`src/rtl/ball_pkg.sv`:
```
`timescale 1ns/1ps
`default_nettype none
// +----------------------------------------------------------------------------+
// | Module      : ball_pkg                                                     |
// | Description : Shared types and constants for the Breakout ball controller: |
// |               FSM state encoding, block-hit codes and direction encodings. |
// | Revision    : 1.0 - initial release                                        |
// +----------------------------------------------------------------------------+
package ball_pkg;

    typedef enum logic [1:0] {
        IDLE = 2'd0,
        PLAY = 2'd1,
        LOST = 2'd2
    } ball_state_e;

    // OR-ed block hit codes: bit 0 reverses the vertical direction,
    // bit 1 the horizontal one, both together mean a corner hit.
    localparam logic [1:0] HIT_NONE = 2'b00;
    localparam logic [1:0] HIT_V    = 2'b01;
    localparam logic [1:0] HIT_H    = 2'b10;
    localparam logic [1:0] HIT_C    = 2'b11;

    localparam logic DIR_LEFT  = 1'b0;
    localparam logic DIR_RIGHT = 1'b1;
    localparam logic DIR_UP    = 1'b0;
    localparam logic DIR_DOWN  = 1'b1;

    // Width of the move-tick divider value and counter.
    localparam int unsigned c_div_w = 8;

endpackage
`default_nettype wire

```
`src/rtl/ball_tick_div.sv`:
```
`timescale 1ns/1ps
`default_nettype none
// +----------------------------------------------------------------------------+
// | Module      : ball_tick_div                                                |
// | Description : Divides the qualified animation strobe down to move ticks.   |
// |               The counter advances on every stb&en and wraps at div-1,     |
// |               firing tick in the wrap cycle.                               |
// | Ports       : clk, rst (sync, active-high), clr (sync clear), stb, en,     |
// |               div [c_div_w] (>=1), tick (combinational)                    |
// | Revision    : 1.0 - initial release                                        |
// +----------------------------------------------------------------------------+
module ball_tick_div
    import ball_pkg::*;
(
    input  logic               clk,
    input  logic               rst,
    input  logic               clr,
    input  logic               stb,
    input  logic               en,
    input  logic [c_div_w-1:0] div,
    output logic               tick
);

    localparam logic [c_div_w-1:0] c_one = c_div_w'(1);

    logic [c_div_w-1:0] r_cnt;
    logic               w_wrap;

    // >= rather than == so a divider that shrinks while the count is
    // already past the new limit still wraps instead of running to 255.
    assign w_wrap = (r_cnt >= (div - c_one));
    assign tick   = stb && en && w_wrap;

    always_ff @(posedge clk) begin
        if (rst || clr) begin
            r_cnt <= '0;
        end else if (stb && en) begin
            r_cnt <= w_wrap ? '0 : (r_cnt + c_one);
        end
    end

endmodule
`default_nettype wire

```
`src/rtl/ball_ctrl.sv`:
```
`timescale 1ns/1ps
`default_nettype none
// +----------------------------------------------------------------------------+
// | Module      : ball_ctrl                                                    |
// | Description : Breakout ball owner. Steps the ball centre 1 px per axis on  |
// |               each move tick, bounces off walls, paddle and blocks, acks   |
// |               consumed block hits and tracks IDLE/PLAY/LOST.               |
// | Ports       : i_clk, i_rst (sync, active-high), i_ani_stb, i_animate,      |
// |               start, i_hit_block[2], i_px1/i_px2/i_py1[12] paddle,         |
// |               o_x/o_y[12] centre, o_x1/o_x2/o_y1/o_y2[12] edges,           |
// |               col_detected, o_lost, o_state[2]                             |
// | Config      : BALL_SPEEDUP_EN - every HITS_LVL block hits shorten the move |
// |               divider by one (floor 1); undefined keeps SLOW_DIV fixed.    |
// | Revision    : 1.0 - initial release                                        |
// +----------------------------------------------------------------------------+
module ball_ctrl
    import ball_pkg::*;
#(
    parameter int unsigned H_SIZE   = 10,
    parameter int unsigned IX       = 320,
    parameter int unsigned IY       = 400,
    parameter int unsigned D_WIDTH  = 640,
    parameter int unsigned D_HEIGHT = 480,
    parameter int unsigned SLOW_DIV = 2,
    parameter int unsigned HITS_LVL = 8
) (
    input  logic        i_clk,
    input  logic        i_rst,
    input  logic        i_ani_stb,
    input  logic        i_animate,
    input  logic        start,
    input  logic [1:0]  i_hit_block,
    input  logic [11:0] i_px1,
    input  logic [11:0] i_px2,
    input  logic [11:0] i_py1,
    output logic [11:0] o_x,
    output logic [11:0] o_y,
    output logic [11:0] o_x1,
    output logic [11:0] o_x2,
    output logic [11:0] o_y1,
    output logic [11:0] o_y2,
    output logic        col_detected,
    output logic        o_lost,
    output logic [1:0]  o_state
);

    localparam logic [11:0]        c_h        = 12'(H_SIZE);
    localparam logic [11:0]        c_x_min    = 12'(H_SIZE);
    localparam logic [11:0]        c_x_max    = 12'(D_WIDTH - 1 - H_SIZE);
    localparam logic [11:0]        c_y_min    = 12'(H_SIZE);
    localparam logic [11:0]        c_y_bot    = 12'(D_HEIGHT - 1);
    localparam logic [11:0]        c_ix       = 12'(IX);
    localparam logic [11:0]        c_iy       = 12'(IY);
    localparam logic [c_div_w-1:0] c_slow_div = c_div_w'(SLOW_DIV);

    ball_state_e        r_state;
    ball_state_e        w_state_nxt;
    logic [11:0]        r_x;
    logic [11:0]        r_y;
    logic               r_dx;
    logic               r_dy;
    logic               r_col;
    logic [1:0]         r_guard;

    logic               w_play;
    logic               w_hit_ok;
    logic               w_wall_x;
    logic               w_wall_y;
    logic               w_paddle;
    logic               w_bottom;
    logic               w_flip_x;
    logic               w_flip_y;
    logic               w_mv_dx;
    logic               w_mv_dy;
    logic               w_tick;
    logic               w_move;
    logic [c_div_w-1:0] w_div;

    assign w_play   = (r_state == PLAY);

    // The guard hides the stale code the blocks keep driving until they
    // have seen col_detected and cleared themselves.
    assign w_hit_ok = w_play && (i_hit_block != HIT_NONE) && (r_guard == 2'd0);

    assign w_wall_x = ((r_x == c_x_min) && (r_dx == DIR_LEFT)) ||
                      ((r_x == c_x_max) && (r_dx == DIR_RIGHT));
    assign w_wall_y = (r_y == c_y_min) && (r_dy == DIR_UP);
    assign w_paddle = (r_dy == DIR_DOWN) && ((r_y + c_h) == i_py1) &&
                      (r_x >= i_px1) && (r_x <= i_px2);
    assign w_bottom = ((r_y + c_h) >= c_y_bot);

    // Per-axis reversals are OR-ed so a wall and a block on the same axis
    // in the same cycle reverse the ball only once.
    assign w_flip_x = w_play && (w_wall_x || (w_hit_ok && i_hit_block[1]));
    assign w_flip_y = w_play && (w_wall_y || w_paddle || (w_hit_ok && i_hit_block[0]));

    // Wall and paddle bounces steer the move of the same cycle so the ball
    // never steps outside the field; block hits only take effect on the
    // following move.
    assign w_mv_dx  = r_dx ^ w_wall_x;
    assign w_mv_dy  = r_dy ^ (w_wall_y || w_paddle);
    assign w_move   = w_tick && !w_bottom;

`ifdef BALL_SPEEDUP_EN
    logic [7:0] r_hits;
    logic [7:0] w_lvl;

    always_ff @(posedge i_clk) begin
        if (i_rst || (r_state == IDLE)) begin
            r_hits <= '0;
        end else if (w_hit_ok && (r_hits != 8'hFF)) begin
            r_hits <= r_hits + 8'd1;
        end
    end

    assign w_lvl = r_hits / 8'(HITS_LVL);
    assign w_div = ((32'(w_lvl) + 32'd1) >= 32'(SLOW_DIV)) ? c_div_w'(1)
                                                            : (c_slow_div - w_lvl);
`else
    assign w_div = c_slow_div;
`endif

    ball_tick_div u_tick_div (
        .clk  (i_clk),
        .rst  (i_rst),
        .clr  (r_state == IDLE),
        .stb  (i_ani_stb),
        .en   (i_animate && w_play),
        .div  (w_div),
        .tick (w_tick)
    );

    always_comb begin
        w_state_nxt = r_state;
        unique case (r_state)
            IDLE:    if (start)    w_state_nxt = PLAY;
            PLAY:    if (w_bottom) w_state_nxt = LOST;
            LOST:    if (!start)   w_state_nxt = IDLE;
            default: w_state_nxt = IDLE;
        endcase
    end

    always_ff @(posedge i_clk) begin
        if (i_rst) begin
            r_state <= IDLE;
            r_x     <= c_ix;
            r_y     <= c_iy;
            r_dx    <= DIR_RIGHT;
            r_dy    <= DIR_UP;
            r_col   <= 1'b0;
            r_guard <= 2'd0;
        end else begin
            r_state <= w_state_nxt;
            r_col   <= w_hit_ok;
            if (w_hit_ok) begin
                r_guard <= 2'd2;
            end else if (r_guard != 2'd0) begin
                r_guard <= r_guard - 2'd1;
            end
            // Parking on entry to IDLE shows the serve position as soon
            // as the FSM reports IDLE.
            if (w_state_nxt == IDLE) begin
                r_x  <= c_ix;
                r_y  <= c_iy;
                r_dx <= DIR_RIGHT;
                r_dy <= DIR_UP;
            end else begin
                if (w_move) begin
                    r_x <= (w_mv_dx == DIR_RIGHT) ? (r_x + 12'd1) : (r_x - 12'd1);
                    r_y <= (w_mv_dy == DIR_DOWN)  ? (r_y + 12'd1) : (r_y - 12'd1);
                end
                if (w_flip_x) r_dx <= ~r_dx;
                if (w_flip_y) r_dy <= ~r_dy;
            end
        end
    end

    assign o_x          = r_x;
    assign o_y          = r_y;
    assign o_x1         = r_x - c_h;
    assign o_x2         = r_x + c_h;
    assign o_y1         = r_y - c_h;
    assign o_y2         = r_y + c_h;
    assign col_detected = r_col;
    assign o_lost       = (r_state == LOST);
    assign o_state      = r_state;

endmodule
`default_nettype wire

```
`config.mk`:
```
export PLATFORM = sky130hd
export DESIGN_NAME = ball_ctrl
export DESIGN_NICKNAME = d
export VERILOG_FILES = /design/src/rtl/ball_pkg.sv /design/src/rtl/ball_tick_div.sv /design/src/rtl/ball_ctrl.sv
export SDC_FILE = /design/constraint.sdc
export NUM_CORES = 1
export LEC_CHECK = 0
export BUFFER_PORTS_ARGS = -buffer_cell sky130_fd_sc_hd__buf_2
export CAP_MARGIN = 20
export CORE_MARGIN = 2
export CORE_UTILIZATION = 34
export DETAILED_ROUTE_END_ITERATION = 10
export PLACE_DENSITY = 0.69
export SYNTH_ARGS = -nofsm -noshare
export SYNTH_HDL_FRONTEND = slang
export SYNTH_SLANG_ARGS = --single-unit
```
`constraint.sdc`:
```
create_clock -name i_clk -period 4.2 [get_ports i_clk]
set_input_delay 0.42 -clock i_clk [delete_from_list [all_inputs] [get_ports i_clk]]
set_output_delay 0.42 -clock i_clk [all_outputs]
set_load 0.05 [all_outputs]
```
==> results.md <==
* Crit. End Element: flip-flop
* Final min period at 3.92 ns
* Main synth FF type: dfxtp_1
* Final setup vio count at 0
* Drt via density at 5.29
* Max-slew headroom at 51.9%
* Maximum vdd drop at 0.000132 V
* Crit path max-delay cell type: or4_1
* Clk buf depth at 2
* TritonCTS Sinks at 39
* FF+latch area at a little under 800 um^2
* Crit path DAT at 4.12 ns
* Worst clock skew at 0.00522 ns
* Final Routed Wirelength at 12.2 mm
* Post-synthesis sequential area ratio at 18.8%
* CP peak stage delay at 0.56 ns
* CP delay by family, top: simple AND/OR/NAND/NOR gates
* Final Hold Fails at 0
* RSZ-0062 raised after global routing: no
* Vias in the first global route at 3905
* Power, Total at approximately 0.9 mW
* Hold Slack at 0.387 ns
* Syn Nets at 642
* Max Slew Vio Count at 0
* Starting Density at 34.8%
* Max-Cap Viols at 0
* Root buf cell: clkbuf_16
* Post-CTS setup buffers at 0
* Synth Area per Inst at ~7.5 um^2
* Mapped Area at 4160 um^2
* Min-Delay Path Class: input pin to flip-flop
* DR DRC count at 0
* Total power density per cell area at 175 nW/um^2
* Hold wc startpoint: i_rst
* Dpl cells at a little over 800
* Syn-to-layout area delta at 24.9%
* Most frequent cells in the layout: 118 x buf_2, 56 x nand2_1, 48 x nor2_1, 44 x inv_1, 40 x ha_1
* Most common cell after layout, fill and taps aside: buf_2
* Worst-Skew Late Latency at 0.28 ns
* Post-cts sizing count at 0
* Status: completed
* Antenna violations before repair at 0
* Total track usage at 18.1%
* Num ports at ~120
* Crit. Startpoint: o_y[1]$_SDFFE_PP0P_
* Final core utilization at 43.5%
* Worst path bufs/invs at 1
* Fin nets at 759
* CTS tree: done
* RR Startpoint: o_y[1]$_SDFFE_PP0P_
* Ratio of final minimum period to clock period at 93.4%
* Total number of vias at 4341
* Die Span Y at 115 um
* Setup TNS at 0 ns
* Row count at 40
* Worst-Margin Slew at 0.721 ns
* Die area at ~13000 um^2
* DR pass1 iterations at 5
* GRT overflow at 0
* Mapped Cells at 556
* First-pass GRT wire length at 19.2 mm
* Ratio of cells with drive above 1 in the final layout at approximately 27%
* Detail Route Antenna Nets at 0
* Yosys warns at 0
* Area of the multi-input gates at 3080 um^2
* Clock Pin Slew Worst Setup and Hold Paths at 0.06 ns
* Die W at approximately 110 um
* Pin count of the biggest net entering global routing at 20
* Critical path fanouts, max at 15
* Port bufs at 118
* Post-synth ARST share at 0%
* Static leakage at around 2.4 nW
* Initial DRC Count at between 200 and 300
* Core area at 12000 um^2
* Critical Path Source Type: flip-flop
* Fin cells at 821
* Distinct cell type count after synthesis at 68
* Antenna diodes at 0
* RePlAce Congestion at about 0.88
* Hold_buf cts at 0
* Seq cells post-synth at 39
* Num CTS Buffers at 5
* Post-detailed-route wirelength per cell at about 15 um
* CP Class: flip-flop to flip-flop
* CP cell instances: clkinvlp_4 > ha_4 > xnor2_1 > nand4_1 > nor3_1 > o2111ai_1 > or4_1 > a21oi_1 > xnor2_1 > ha_2 > nor4_2 > a21oi_1 > or3_1 > a31oi_1
* Fill cells at 1212
* H-tree Lvls at 2
* Post-DP HPWL at 9.45 mm
* Fmax at 255 MHz
* Number of synthesized flops with an enable pin at 0
* Worst EP required at 4.40 ns
[routing by layer]
metal / vias to the layer above / global-route usage, % / part of all wire, %
li1: 2205 / - / -
met1: 1984 / 25.2 / 48
met2: 140 / 29.6 / 45
met3: 12 / 2.49 / 5.9
met4: 0 / 3.98 / 1.4
met5: - / 0 / 0
[synthesized netlist by cell type (3+ instances only)]
| library cell | number | share of area [%] |
|---|---|---|
| a211oi_1 | 4 | 0.72 |
| a21boi_0 | 3 | 0.54 |
| a21o_1 | 6 | 1.1 |
| a21oi_1 | 31 | 3.7 |
| a31oi_1 | 5 | 0.75 |
| and2_1 | 6 | 0.90 |
| and3_1 | 4 | 0.60 |
| and4_1 | 6 | 1.3 |
| buf_2 | 7 | 0.84 |
| buf_4 | 6 | 1.1 |
| clkbuf_1 | 21 | 1.9 |
| dfxtp_1 | 39 | 19 |
| ha_1 | 42 | 13 |
| inv_1 | 45 | 4.1 |
| mux2i_1 | 8 | 1.9 |
| nand2_1 | 56 | 5.0 |
| nand2b_1 | 6 | 0.90 |
| nand3_1 | 16 | 1.9 |
| nand4_1 | 9 | 1.4 |
| nor2_1 | 48 | 4.3 |
| nor2b_1 | 10 | 1.5 |
| nor3_1 | 12 | 1.4 |
| nor4_1 | 11 | 1.7 |
| o2111ai_1 | 4 | 0.84 |
| o211ai_1 | 4 | 0.72 |
| o21ai_0 | 20 | 2.4 |
| o21ai_1 | 3 | 0.36 |
| o22ai_1 | 3 | 0.45 |
| o311ai_0 | 4 | 0.84 |
| o31a_1 | 3 | 0.63 |
| o31ai_1 | 4 | 0.72 |
| or2_2 | 4 | 0.60 |
| or3_1 | 8 | 1.2 |
| or4_1 | 5 | 0.90 |
| xnor2_1 | 32 | 6.7 |
| xor2_1 | 23 | 4.8 |
[state kept, by name, indices dropped and copies added (netlist names)]
| register | flops |
|---|---|
| o_x | 12 |
| o_y | 12 |
| u_tick_div.r_cnt | 8 |
| o_state | 2 |
| r_guard | 2 |
| col_detected | 1 |
| r_dx | 1 |
| r_dy | 1 |
[final timing paths]
| kind | end | slack (ns) | cells after the start |
|---|---|---|---|
| worst max-delay path | o_y[10]$_SDFFE_PP0P_ | 0.28 | 14 |
| worst min-delay path | o_state[1]$_SDFF_PP0_ | 0.39 | 2 |
| worst max register to register | o_y[10]$_SDFFE_PP0P_ | 0.28 | 14 |
| worst min register to register | r_guard[0]$_SDFFE_PP0P_ | 0.45 | 1 |
[stage by stage]
| step | area, um^2 | worst slack, ns |
|---|---|---|
| floorplan | 4210 | 0.0515 |
| global placement | 5020 | 0.287 |
| detailed placement | 5020 | 0.252 |
| CTS | 5190 | 0.180 |
| global route | 5200 | 0.00390 |
| finish | 5200 | 0.278 |
[cells by family after synthesis]
group	count (synthesis)	synth area share (%)
AND/OR/NAND/NOR	212	26.2
AO/OA/AOI/OAI	116	19.3
buffers and inverters	81	8.05
XOR/XNOR	57	12.7
adder cells (fa/ha/maj)	43	13.1
flip-flops	39	18.8
multiplexers	8	1.92
[where the power goes]
part           switching, mW  internal, mW  total, mW
clock network          0.150         0.271      0.421
logic                 0.0644        0.0481      0.113
registers            0.00278         0.372      0.375
total                  0.217         0.691      0.908
[area by class of cell]
class,instances,share of cell area [%]
Clock buffer,7,3.15
Clock inverter,1,0.0962
Inverter,45,3.32
Multi-Input combinational cell,436,59.3
Sequential cell,39,15.2
Tap cell,147,3.54
Timing Repair Buffer,146,15.4
Power figures use the tool's default switching activity.
